$ cat src/rtl/bconv_engine.sv
// ============================================================================
// bconv_engine: 3x3 XNOR-popcount binary convolution over a square 1-bpp image
// read row-by-row from SRAM; one packed output row written per SRAM word.
// Optional macro BCONV_THRESHOLD_EN adds a run-time majority threshold input.
// Revision: 1.0
// ============================================================================
`default_nettype none

module bconv_engine #(
    parameter int                WIDTH    = 16,
    parameter int                ADDR_W   = 12,
    parameter logic [ADDR_W-1:0] OUT_BASE = 'h100
) (
    input  logic              clk,
    input  logic              reset_b,
    input  logic              go,
    input  logic [8:0]        weights,
`ifdef BCONV_THRESHOLD_EN
    input  logic [3:0]        threshold,
`endif
    output logic              busy,
    output logic              done,
    output logic              err,
    output logic [ADDR_W-1:0] dut_sram_read_address,
    input  logic [WIDTH-1:0]  sram_dut_read_data,
    output logic [ADDR_W-1:0] dut_sram_write_address,
    output logic [WIDTH-1:0]  dut_sram_write_data,
    output logic              dut_sram_write_enable
);

    typedef enum logic [2:0] {
        IDLE    = 3'd0,
        DIM_RD  = 3'd1,
        DIM_CAP = 3'd2,
        ROW_RD  = 3'd3,
        ROW_CAP = 3'd4,
        WRITE   = 3'd5,
        DONE    = 3'd6
    } state_t;

    state_t           state;
    logic [1:0]       rst_sync;
    logic             rst_n;
    logic [8:0]       wt;
    logic [3:0]       thr;
    logic [4:0]       n_dim;
    logic [4:0]       rows;
    logic [WIDTH-1:0] win_old;
    logic [WIDTH-1:0] win_mid;
    logic [WIDTH-1:0] win [3];
    logic [WIDTH-1:0] row_out;

    // Reset asserts asynchronously but releases two clocks after reset_b rises.
    always_ff @(posedge clk or negedge reset_b) begin
        if (!reset_b) begin
            rst_sync <= 2'b00;
        end else begin
            rst_sync <= {rst_sync[0], 1'b1};
        end
    end

    assign rst_n = rst_sync[1];

    // The row arriving on the read bus is the newest window row, so the output
    // row is computed before the window registers shift.
    assign win[0] = win_old;
    assign win[1] = win_mid;
    assign win[2] = sram_dut_read_data;

    always_comb begin
        row_out = '0;
        for (int c = 0; c < WIDTH - 2; c++) begin
            logic [3:0] m;
            m = 4'd0;
            for (int i = 0; i < 3; i++) begin
                for (int j = 0; j < 3; j++) begin
                    m = m + {3'b000, (win[i][c+j] ~^ wt[3*i+j])};
                end
            end
            row_out[c] = ((c + 3) <= int'(n_dim)) && (m >= thr);
        end
    end

`ifndef BCONV_THRESHOLD_EN
    assign thr = 4'd5;
`endif

    always_ff @(posedge clk or negedge rst_n) begin
        if (!rst_n) begin
            state                  <= IDLE;
            busy                   <= 1'b0;
            done                   <= 1'b0;
            err                    <= 1'b0;
            wt                     <= 9'd0;
`ifdef BCONV_THRESHOLD_EN
            thr                    <= 4'd0;
`endif
            n_dim                  <= 5'd0;
            rows                   <= 5'd0;
            win_old                <= '0;
            win_mid                <= '0;
            dut_sram_read_address  <= '0;
            dut_sram_write_address <= '0;
            dut_sram_write_data    <= '0;
            dut_sram_write_enable  <= 1'b0;
        end else begin
            done                   <= 1'b0;
            dut_sram_write_enable  <= 1'b0;
            dut_sram_write_address <= '0;
            dut_sram_write_data    <= '0;
            case (state)
                IDLE: begin
                    if (go) begin
                        wt                    <= weights;
`ifdef BCONV_THRESHOLD_EN
                        thr                   <= threshold;
`endif
                        err                   <= 1'b0;
                        busy                  <= 1'b1;
                        dut_sram_read_address <= '0;
                        state                 <= DIM_RD;
                    end
                end
                DIM_RD: state <= DIM_CAP;
                DIM_CAP: begin
                    n_dim <= sram_dut_read_data[4:0];
                    rows  <= 5'd0;
                    if ((sram_dut_read_data[4:0] < 5'd3) ||
                        (int'(sram_dut_read_data[4:0]) > WIDTH)) begin
                        err   <= 1'b1;
                        done  <= 1'b1;
                        state <= DONE;
                    end else begin
                        dut_sram_read_address <= ADDR_W'(1);
                        state                 <= ROW_RD;
                    end
                end
                ROW_RD: state <= ROW_CAP;
                ROW_CAP: begin
                    win_old <= win_mid;
                    win_mid <= sram_dut_read_data;
                    rows    <= rows + 5'd1;
                    if (rows >= 5'd2) begin
                        dut_sram_write_enable  <= 1'b1;
                        dut_sram_write_address <= OUT_BASE + ADDR_W'(rows - 5'd2);
                        dut_sram_write_data    <= row_out;
                        state                  <= WRITE;
                    end else begin
                        dut_sram_read_address <= ADDR_W'(rows + 5'd2);
                        state                 <= ROW_RD;
                    end
                end
                WRITE: begin
                    if (rows == n_dim) begin
                        done  <= 1'b1;
                        state <= DONE;
                    end else begin
                        dut_sram_read_address <= ADDR_W'(rows + 5'd1);
                        state                 <= ROW_RD;
                    end
                end
                DONE: begin
                    busy  <= 1'b0;
                    state <= IDLE;
                end
                default: begin
                    busy  <= 1'b0;
                    state <= IDLE;
                end
            endcase
        end
    end

endmodule

`default_nettype wire

$ cat config.mk
export PLATFORM = sky130hd
export DESIGN_NAME = bconv_engine
export DESIGN_NICKNAME = d
export VERILOG_FILES = /design/src/rtl/bconv_engine.sv
export SDC_FILE = /design/constraint.sdc
export NUM_CORES = 1
export LEC_CHECK = 0
export ABC_CLOCK_PERIOD_IN_PS = 6300
export BUFFER_PORTS_ARGS = -buffer_cell sky130_fd_sc_hd__buf_2
export CAP_MARGIN = 20
export CELL_PAD_IN_SITES_DETAIL_PLACEMENT = 2
export CELL_PAD_IN_SITES_GLOBAL_PLACEMENT = 2
export CORE_AREA = 2 2 98 194
export DETAILED_ROUTE_END_ITERATION = 8
export DIE_AREA = 0 0 100 196
export PLACE_DENSITY_LB_ADDON = 0.1
export SETUP_SLACK_MARGIN = 0.05
export SLEW_MARGIN = 20
export SYNTH_ARGS = -nofsm -noshare
export SYNTH_HDL_FRONTEND = slang
export SYNTH_SLANG_ARGS = --single-unit
$ cat constraint.sdc
create_clock -name clk -period 6.3 [get_ports clk]
set_input_delay 0.315 -clock clk [delete_from_list [all_inputs] [get_ports clk]]
set_output_delay 0.315 -clock clk [all_outputs]
set_load 0.02 [all_outputs]
==> results of run 1 <==
## sequential cells by signal, indices dropped and copies added (netlist names)
signal / flops
dut_sram_write_enable: 1
err: 1
rst_sync: 2
done: 1
dut_sram_write_address: 7
n_dim: 5
busy: 1
dut_sram_write_data: 14
dut_sram_read_address: 6
wt: 9
rows: 5
win_mid: 16
win_old: 16
state: 3
## cell type report
| cell class | count | share of cell area |
|---|---|---|
| multi-input cells | 534 | 0.5684 |
| flip-flops and latches | 87 | 0.2699 |
| inverters | 102 | 0.04739 |
| repair buffers | 65 | 0.04212 |
| well taps | 216 | 0.03345 |
| clock buffers | 9 | 0.02788 |
| clock inverters | 7 | 0.01084 |
## how the worst max path moves through the flow
stage | start | end | slack (ps) | depth (start not counted)
detailed placement | wt[1] | dut_sram_write_data[10] | 1680 | 12
floorplan | wt[1] | dut_sram_write_data[10] | 1880 | 14
global placement | wt[0] | dut_sram_write_data[10] | 1850 | 12
global route | wt[1] | dut_sram_write_data[10] | 1400 | 12
CTS | wt[1] | dut_sram_write_data[10] | 1640 | 12
finish | wt[1] | dut_sram_write_data[10] | 1660 | 12
## per-stage QoR
stage	setup WS, ps	total power, W	hold slack (ps)	utilization	instances
finish	1659	0.002535	165.3	0.4435	1020
floorplan	1877	0.001580	19.41	-	789
detailed placement	1683	0.001970	100.7	0.4258	1003
CTS	1642	0.002579	165.4	0.4435	1020
global route	1395	0.002758	181.8	0.4435	1020
global placement	1849	0.001793	99.52	0.4258	1003
## routing by layer
metal | track usage | vias up | wire (um)
li1 | - | 2414 | -
met1 | 0.2364 | 2819 | 7732
met2 | 0.4950 | 81 | 13640
met3 | 0.02921 | 43 | 433
met4 | 0.1116 | 0 | 938
met5 | 0 | - | 0
## cell families after synthesis
group	count (synthesis)
DFF	87
adders and majority gates	102
other	2
and+or+nand+nor	194
AOI/OAI and AO/OA	73
muxes	16
buffers and inverters	168
xor gates and xnor gates	137
## cell usage after synthesis (all sizes together), types with 14 or more instances
| library cell | instances |
|---|---|
| fa | 70 |
| buf | 26 |
| xor2 | 105 |
| xnor2 | 32 |
| nor2 | 25 |
| mux2 | 14 |
| o21ai | 20 |
| a21oi | 18 |
| ha | 32 |
| nand2 | 127 |
| clkbuf | 40 |
| inv | 102 |
| dfrtp | 87 |
## power by group through the flow
stage	Sequential (W)	Combinational (W)	Clock [W]
2_1_floorplan	0.000709	0.000871	0
3_3_place_gp	0.000682	0.00111	0
3_5_place_dp	0.000686	0.00128	0
4_1_cts	0.000675	0.00130	0.000603
5_1_grt	0.000682	0.00145	0.000620
6_report	0.000674	0.00127	0.000590
## cell usage in the layout (no fill, tap or decap), types with 4 or more instances in the layout
| master | count |
|---|---|
| clkinv_2 | 4 |
| nor3_1 | 5 |
| buf_2 | 60 |
| nand3_1 | 4 |
| fa_1 | 70 |
| clkbuf_16 | 9 |
| nand2b_1 | 13 |
| inv_1 | 102 |
| a21oi_1 | 18 |
| dfrtp_1 | 86 |
| a211oi_1 | 10 |
| buf_4 | 4 |
| ha_1 | 32 |
| a221o_1 | 8 |
| mux2_4 | 4 |
| xnor2_1 | 32 |
| and3_1 | 5 |
| o21ai_0 | 18 |
| nor2b_1 | 5 |
| nand2_1 | 126 |
| xor2_1 | 105 |
| nor2_1 | 24 |
| mux2_2 | 10 |
| conb_1 | 12 |
## worst max-delay path, stage by stage, from the launching register on
cell	delay (ps)
dfrtp_1	900
xor2_1	200
fa_1	550
fa_1	530
fa_1	550
inv_1	60
fa_1	450
inv_1	80
fa_1	410
nand2b_1	100
nor3b_1	230
a21oi_1	70
a2111oi_1	370
## repair_timing
action / 4_1_cts / 5_1_grt
endpoints found under the setup margin: 0 / 0
hold buffers: 1 / 0
resized for setup: 0 / 0
hold endpoints to repair: 2 / 0
==> results.yml, run 1 <==
timing:
  skew_ps: 11.56
  setup_viol: 0
  tns_ps: 0
  fmax_mhz: 215.5
  rsz0062_at_grt: "false"
  tightest_slew_ps: 1117
  hold_viol_final: 0
  finalMaxSlewViolations: 0
  min_period_ps: 4641
  slew_headroom: 0.2551
  fin_crit_sh: 0.7367
die:
  design.portCount: 72
  rows: 70
  core_area_um2: 18220
  fp.dieArea_um2: 19600
  die_width_um: 100
  start_util: 0.4080
  die_h_um: 196
hold_path:
  hold_class: "input pin to flop"
  hold_end: "win_mid[15]"
  min_from: "sram_dut_read_data[15]"
  hold_depth: 3
placement:
  hpwl_um: 17670
  dpl_cell_area_um2: 7756
  portBuffers: 60
  globalplace.congestion: 0.8141
synth:
  ys_top_cells_by_area: "dfrtp_1 (29%), fa_1 (19%), xor2_1 (12%)"
  synth-simple-area-share: 0.1136
  syn-instance-count: 779
  postSynth.asyncResetShare: 1.000
  synth_top_flop_cell: "dfrtp_1"
  yosys.area_share.adder: 0.2424
  synth_cell_types: 48
  synth_xor_area_frac: 0.1614
  syn_area_per_cell_um2: 9.542
  synth_compound_area_frac: 0.06800
  synth_mux_area_frac: 0.02592
  synth_top_area_frac: 0.2929
  syn-cell-area_um2: 7433
  synth_top_cell_by_area: "dfrtp_1"
  synth_enable_flop_cells: 0
  ys_seq_area_frac: 0.2929
  synth-seq-cells: 87
  ys_warn_count: 0
  synth_top_family_by_area: "adder cells"
worst_setup_path:
  rrSetupSlack_ps: 1660
  crit_fanout: 15
  reg2reg_to: "dut_sram_write_data[10]"
  startpoint_type: "flop"
  worst_ep_required_time_ps: 6530
  timing_worst_setup_path_type: "flop to flop"
  cp-end-kind: "flop"
  arrival_ps: 4870
  reg2reg_from: "wt[1]"
  r2r_cells: 12
global_route:
  gr-total-overflow: 0
  gr-usage-all-layers: 0.2451
  first_global_vias: 6456
  grt_max_degree: 57
  grt_pass1_wl_um: 35570
  antenna_found_initial: 0
routing:
  drc_errors: 0
  viasPerCell: 5.252
  vias: 5357
  finalWirelength_um: 22740
  drt_iter0_drc: 95
  wl_per_cell_um: 22.29
  drtAntennaViolNets: 0
  dr.pass1.iters: 4
cts:
  clk_latency_ps: 370
  cts_sinks: 87
  postCtsSetupBuffers: 0
  numCtsBuffers: 9
  cts_tree: "yes"
  cts-root-buf: "clkbuf_16"
  clock_path_buffers: 2
  htree_num_levels: 3
  clkTransAtPathRegs_ps: 70
power_and_ir_drop:
  seqPwrFrac: 0.266
  power.net_switching_w: 0.001039
  powerDensity_nw_per_um2: 313.8
  ir_drop_v: 0.0001174
  swShare: 0.4097
  clkPwrFrac: 0.233
  p_leak_nw: 4.123
  comb_power_share: 0.502
  p_int_w: 0.001497
final_layout:
  nets: 929
  area_growth_pct: 8.685
  drive_gt1_frac: 0.1281
  fin_area_um2: 8079
  antenna_cells: 0
  fillers: 1996
  multi_input_comb_area_um2: 4592
  final-seq-area_um2: 2181
run:
  cap_violations: 0
run_status:
  run_status: "complete, no violations"
Note: power is estimated with default switching activity, not from simulation.
==> inputs of run 2 (changes only) <==
--- a/config.mk
+++ b/config.mk
@@ -5,14 +5,15 @@
 export SDC_FILE = /design/constraint.sdc
 export NUM_CORES = 1
 export LEC_CHECK = 0
-export ABC_CLOCK_PERIOD_IN_PS = 6300
+export ABC_AREA = 1
+export ABC_CLOCK_PERIOD_IN_PS = 4100
 export BUFFER_PORTS_ARGS = -buffer_cell sky130_fd_sc_hd__buf_2
 export CAP_MARGIN = 20
 export CELL_PAD_IN_SITES_DETAIL_PLACEMENT = 2
 export CELL_PAD_IN_SITES_GLOBAL_PLACEMENT = 2
-export CORE_AREA = 2 2 98 194
+export CORE_AREA = 2 2 109 216
 export DETAILED_ROUTE_END_ITERATION = 8
-export DIE_AREA = 0 0 100 196
+export DIE_AREA = 0 0 111 218
 export PLACE_DENSITY_LB_ADDON = 0.1
 export SETUP_SLACK_MARGIN = 0.05
 export SLEW_MARGIN = 20
==> constraint.sdc (replaced) <==
create_clock -name clk -period 4.1 [get_ports clk]
set_input_delay 0.205 -clock clk [delete_from_list [all_inputs] [get_ports clk]]
set_output_delay 0.205 -clock clk [all_outputs]
set_load 0.02 [all_outputs]
==> results.yml, run 2 <==
global_route:
  antenna_found_initial: 0
  use_met1: 0.1900
  grt_pass1_wl_um: 37900
  use_met2: 0.4442
  gr-usage-all-layers: 0.2094
  first_global_vias: 6744
  gr-total-overflow: 0
  use_met3: 0.03029
  grt_max_degree: 57
  top_usage_layer: "met2"
routing:
  finalWirelength_um: 23670
  drtAntennaViolNets: 0
  wl_per_cell_um: 20.53
  dr.pass1.iters: 6
  viasPerCell: 4.823
  drt_iter0_drc: 134
  vias: 5561
  drc_errors: 0
synth:
  synth_top_area_frac: 0.2901
  synth-seq-cells: 87
  syn_area_per_cell_um2: 9.139
  ys_warn_count: 0
  synth.cells.most_frequent: "nand2_1 (136), inv_1 (133), xor2_1 (106)"
  synth_top_cell_by_area: "dfrtp_1"
  ys_seq_area_frac: 0.2901
  yosysMostFrequentCell: "nand2_1"
  syn-instance-count: 821
  synth_cell_types: 38
  postSynth.asyncResetShare: 1.000
  synth_top_flop_cell: "dfrtp_1"
  ys_top_cells_by_area: "dfrtp_1 (29%), fa_1 (19%), xor2_1 (12%)"
  syn-cell-area_um2: 7503
  synth_enable_flop_cells: 0
run_status:
  run_status: "complete, no violations"
placement:
  dpl_cell_area_um2: 8074
  hpwl_um: 18750
  globalplace.congestion: 0.7869
  portBuffers: 60
  pre_cts_slack_ps: -116.4
worst_setup_path:
  rrSetupSlack_ps: 170
  crit_path_end: "dut_sram_write_data[1]"
  cp-end-kind: "flop"
  worst_ep_required_time_ps: 4370
  r2r_cells: 14
  cp_common_cell: "fa_1"
  arrival_ps: 4200
  critPathSlowestCell: "fa_1"
  reg2reg_to: "dut_sram_write_data[1]"
  startpoint_type: "flop"
  crit_chain: "buf_12, xor2_2, fa_1, fa_1, fa_1, inv_1, fa_1, inv_1, fa_1, inv_1, nor2_1, nor2_1, a21oi_1, nor3_1"
  crit_fanout: 14
  crit_start: "wt[1]"
  cpPeakStageDelay_ps: 550
  reg2reg_from: "wt[1]"
  timing_worst_setup_path_type: "flop to flop"
die:
  fp.dieArea_um2: 24200
  start_util: 0.3328
  rows: 78
  core_area_um2: 22540
  die_h_um: 218
  die_width_um: 111
  design.portCount: 72
final_layout:
  largestRegisters: "win_mid: 16 flops, win_old: 16 flops, dut_sram_write_data: 14 flops"
  final-seq-area_um2: 2183
  drive_gt1_frac: 0.1512
  area_growth_pct: 13.97
  multi_input_comb_area_um2: 4698
  nets: 998
  fin_area_um2: 8552
  fillers: 2529
  antenna_cells: 0
  final_common_cell: "nand2_1"
  mostFrequentLayoutCells: "nand2_1 (136), inv_1 (133), xor2_1 (93)"
timing:
  setup_viol: 0
  fin_crit_sh: 0.9596
  fmax_mhz: 254.2
  rsz0062_at_grt: "true"
  slew_headroom: 0.2592
  tightest_slew_ps: 1111
  setup_slack_ps: 165.8
  hold_viol_final: 0
  skew_ps: 5.700
  finalMaxSlewViolations: 0
  holdWs_ps: 45.75
  min_period_ps: 3934
hold_path:
  hold_class: "input pin to flop"
cts:
  clock_path_buffers: 2
  clkTransAtPathRegs_ps: 70
  htree_num_levels: 3
  cts-root-buf: "clkbuf_16"
  cts_tree: "yes"
  clk_latency_ps: 370
  numCtsBuffers: 9
  cts_sinks: 87
run:
  cap_violations: 0
[run 2: changes by cell type after synthesis, moves of 11 or more]
| cell | delta |
|---|---|
| inv_1 | +31 |
| o21ai_0 | +17 |
| nand2b_1 | -13 |
| clkbuf_1 | -15 |
| nor2_1 | +11 |
| nand3_1 | +17 |
[run 2: worst max-delay path, delay by kind of cell (launching register included)]
family / cells / cell delay, ps
buffers and inverters: 4 / 400
and+or+nand+nor: 3 / 330
xor gates and xnor gates: 1 / 190
adders and majority gates: 5 / 2480
AOI/OAI and AO/OA: 1 / 50
DFF: 1 / 410
[run 2: cell families (layout without fill, tap and decap cells)]
| group | after synthesis | in the layout | share of synthesized area |
|---|---|---|---|
| and+or+nand+nor | 218 | 218 | 0.1311 |
| buffers and inverters | 190 | 232 | 0.1057 |
| xor gates and xnor gates | 144 | 144 | 0.1681 |
| adders and majority gates | 102 | 102 | 0.2401 |
| DFF | 87 | 87 | 0.2901 |
| AOI/OAI and AO/OA | 69 | 69 | 0.05036 |
| muxes | 9 | 9 | 0.01351 |
| other | 2 | 12 | 0.001001 |
[run 2: layout make-up]
type,count,share of cell area
multi-input cells,554,0.5494
clock buffers,12,0.02882
repair buffers,79,0.05794
clock inverters,4,0.006291
well taps,280,0.04097
inverters,137,0.06130
flip-flops and latches,87,0.2553
[run 2: per-layer routing]
metal  routed length (um)  share of wire
met5                    0              0
met4                  851          0.036
met3                  453          0.019
met2                14780           0.62
met1                 7586           0.32
[run 2: through the flow]
stage	TNS, ps	std cells	utilization
finish	0	1153	0.3793
global route	0	1153	0.3793
CTS	0	1148	0.3730
detailed placement	-116.4	1131	0.3581
global placement	-54.48	1131	0.3581
floorplan	0	831	-
[run 2: how the worst min path moves through the flow]
| stage | startpoint | endpoint | depth (start not counted) |
|---|---|---|---|
| 2_1_floorplan | reset_b | rst_sync[0] | 0 |
| 3_3_place_gp | reset_b | rst_sync[0] | 1 |
| 3_5_place_dp | reset_b | rst_sync[0] | 1 |
| 4_1_cts | weights[4] | wt[4] | 2 |
| 5_1_grt | weights[3] | wt[3] | 2 |
| 6_report | weights[4] | wt[4] | 2 |
[run 2: repair_timing]
item | 4_1_cts | 5_1_grt
setup buffers | 0 | 5
setup endpoints to repair | 5 | 8
hold buffers | 1 | 0
gates resized for setup | 5 | 14
pin swaps | 0 | 15
endpoints found under the hold margin | 2 | 0
cloned | 0 | 0
Power of run 2 is left out: the tool's default activity adds up to more than one toggle a clock period on the data nets, which glitch-free logic cannot reach.
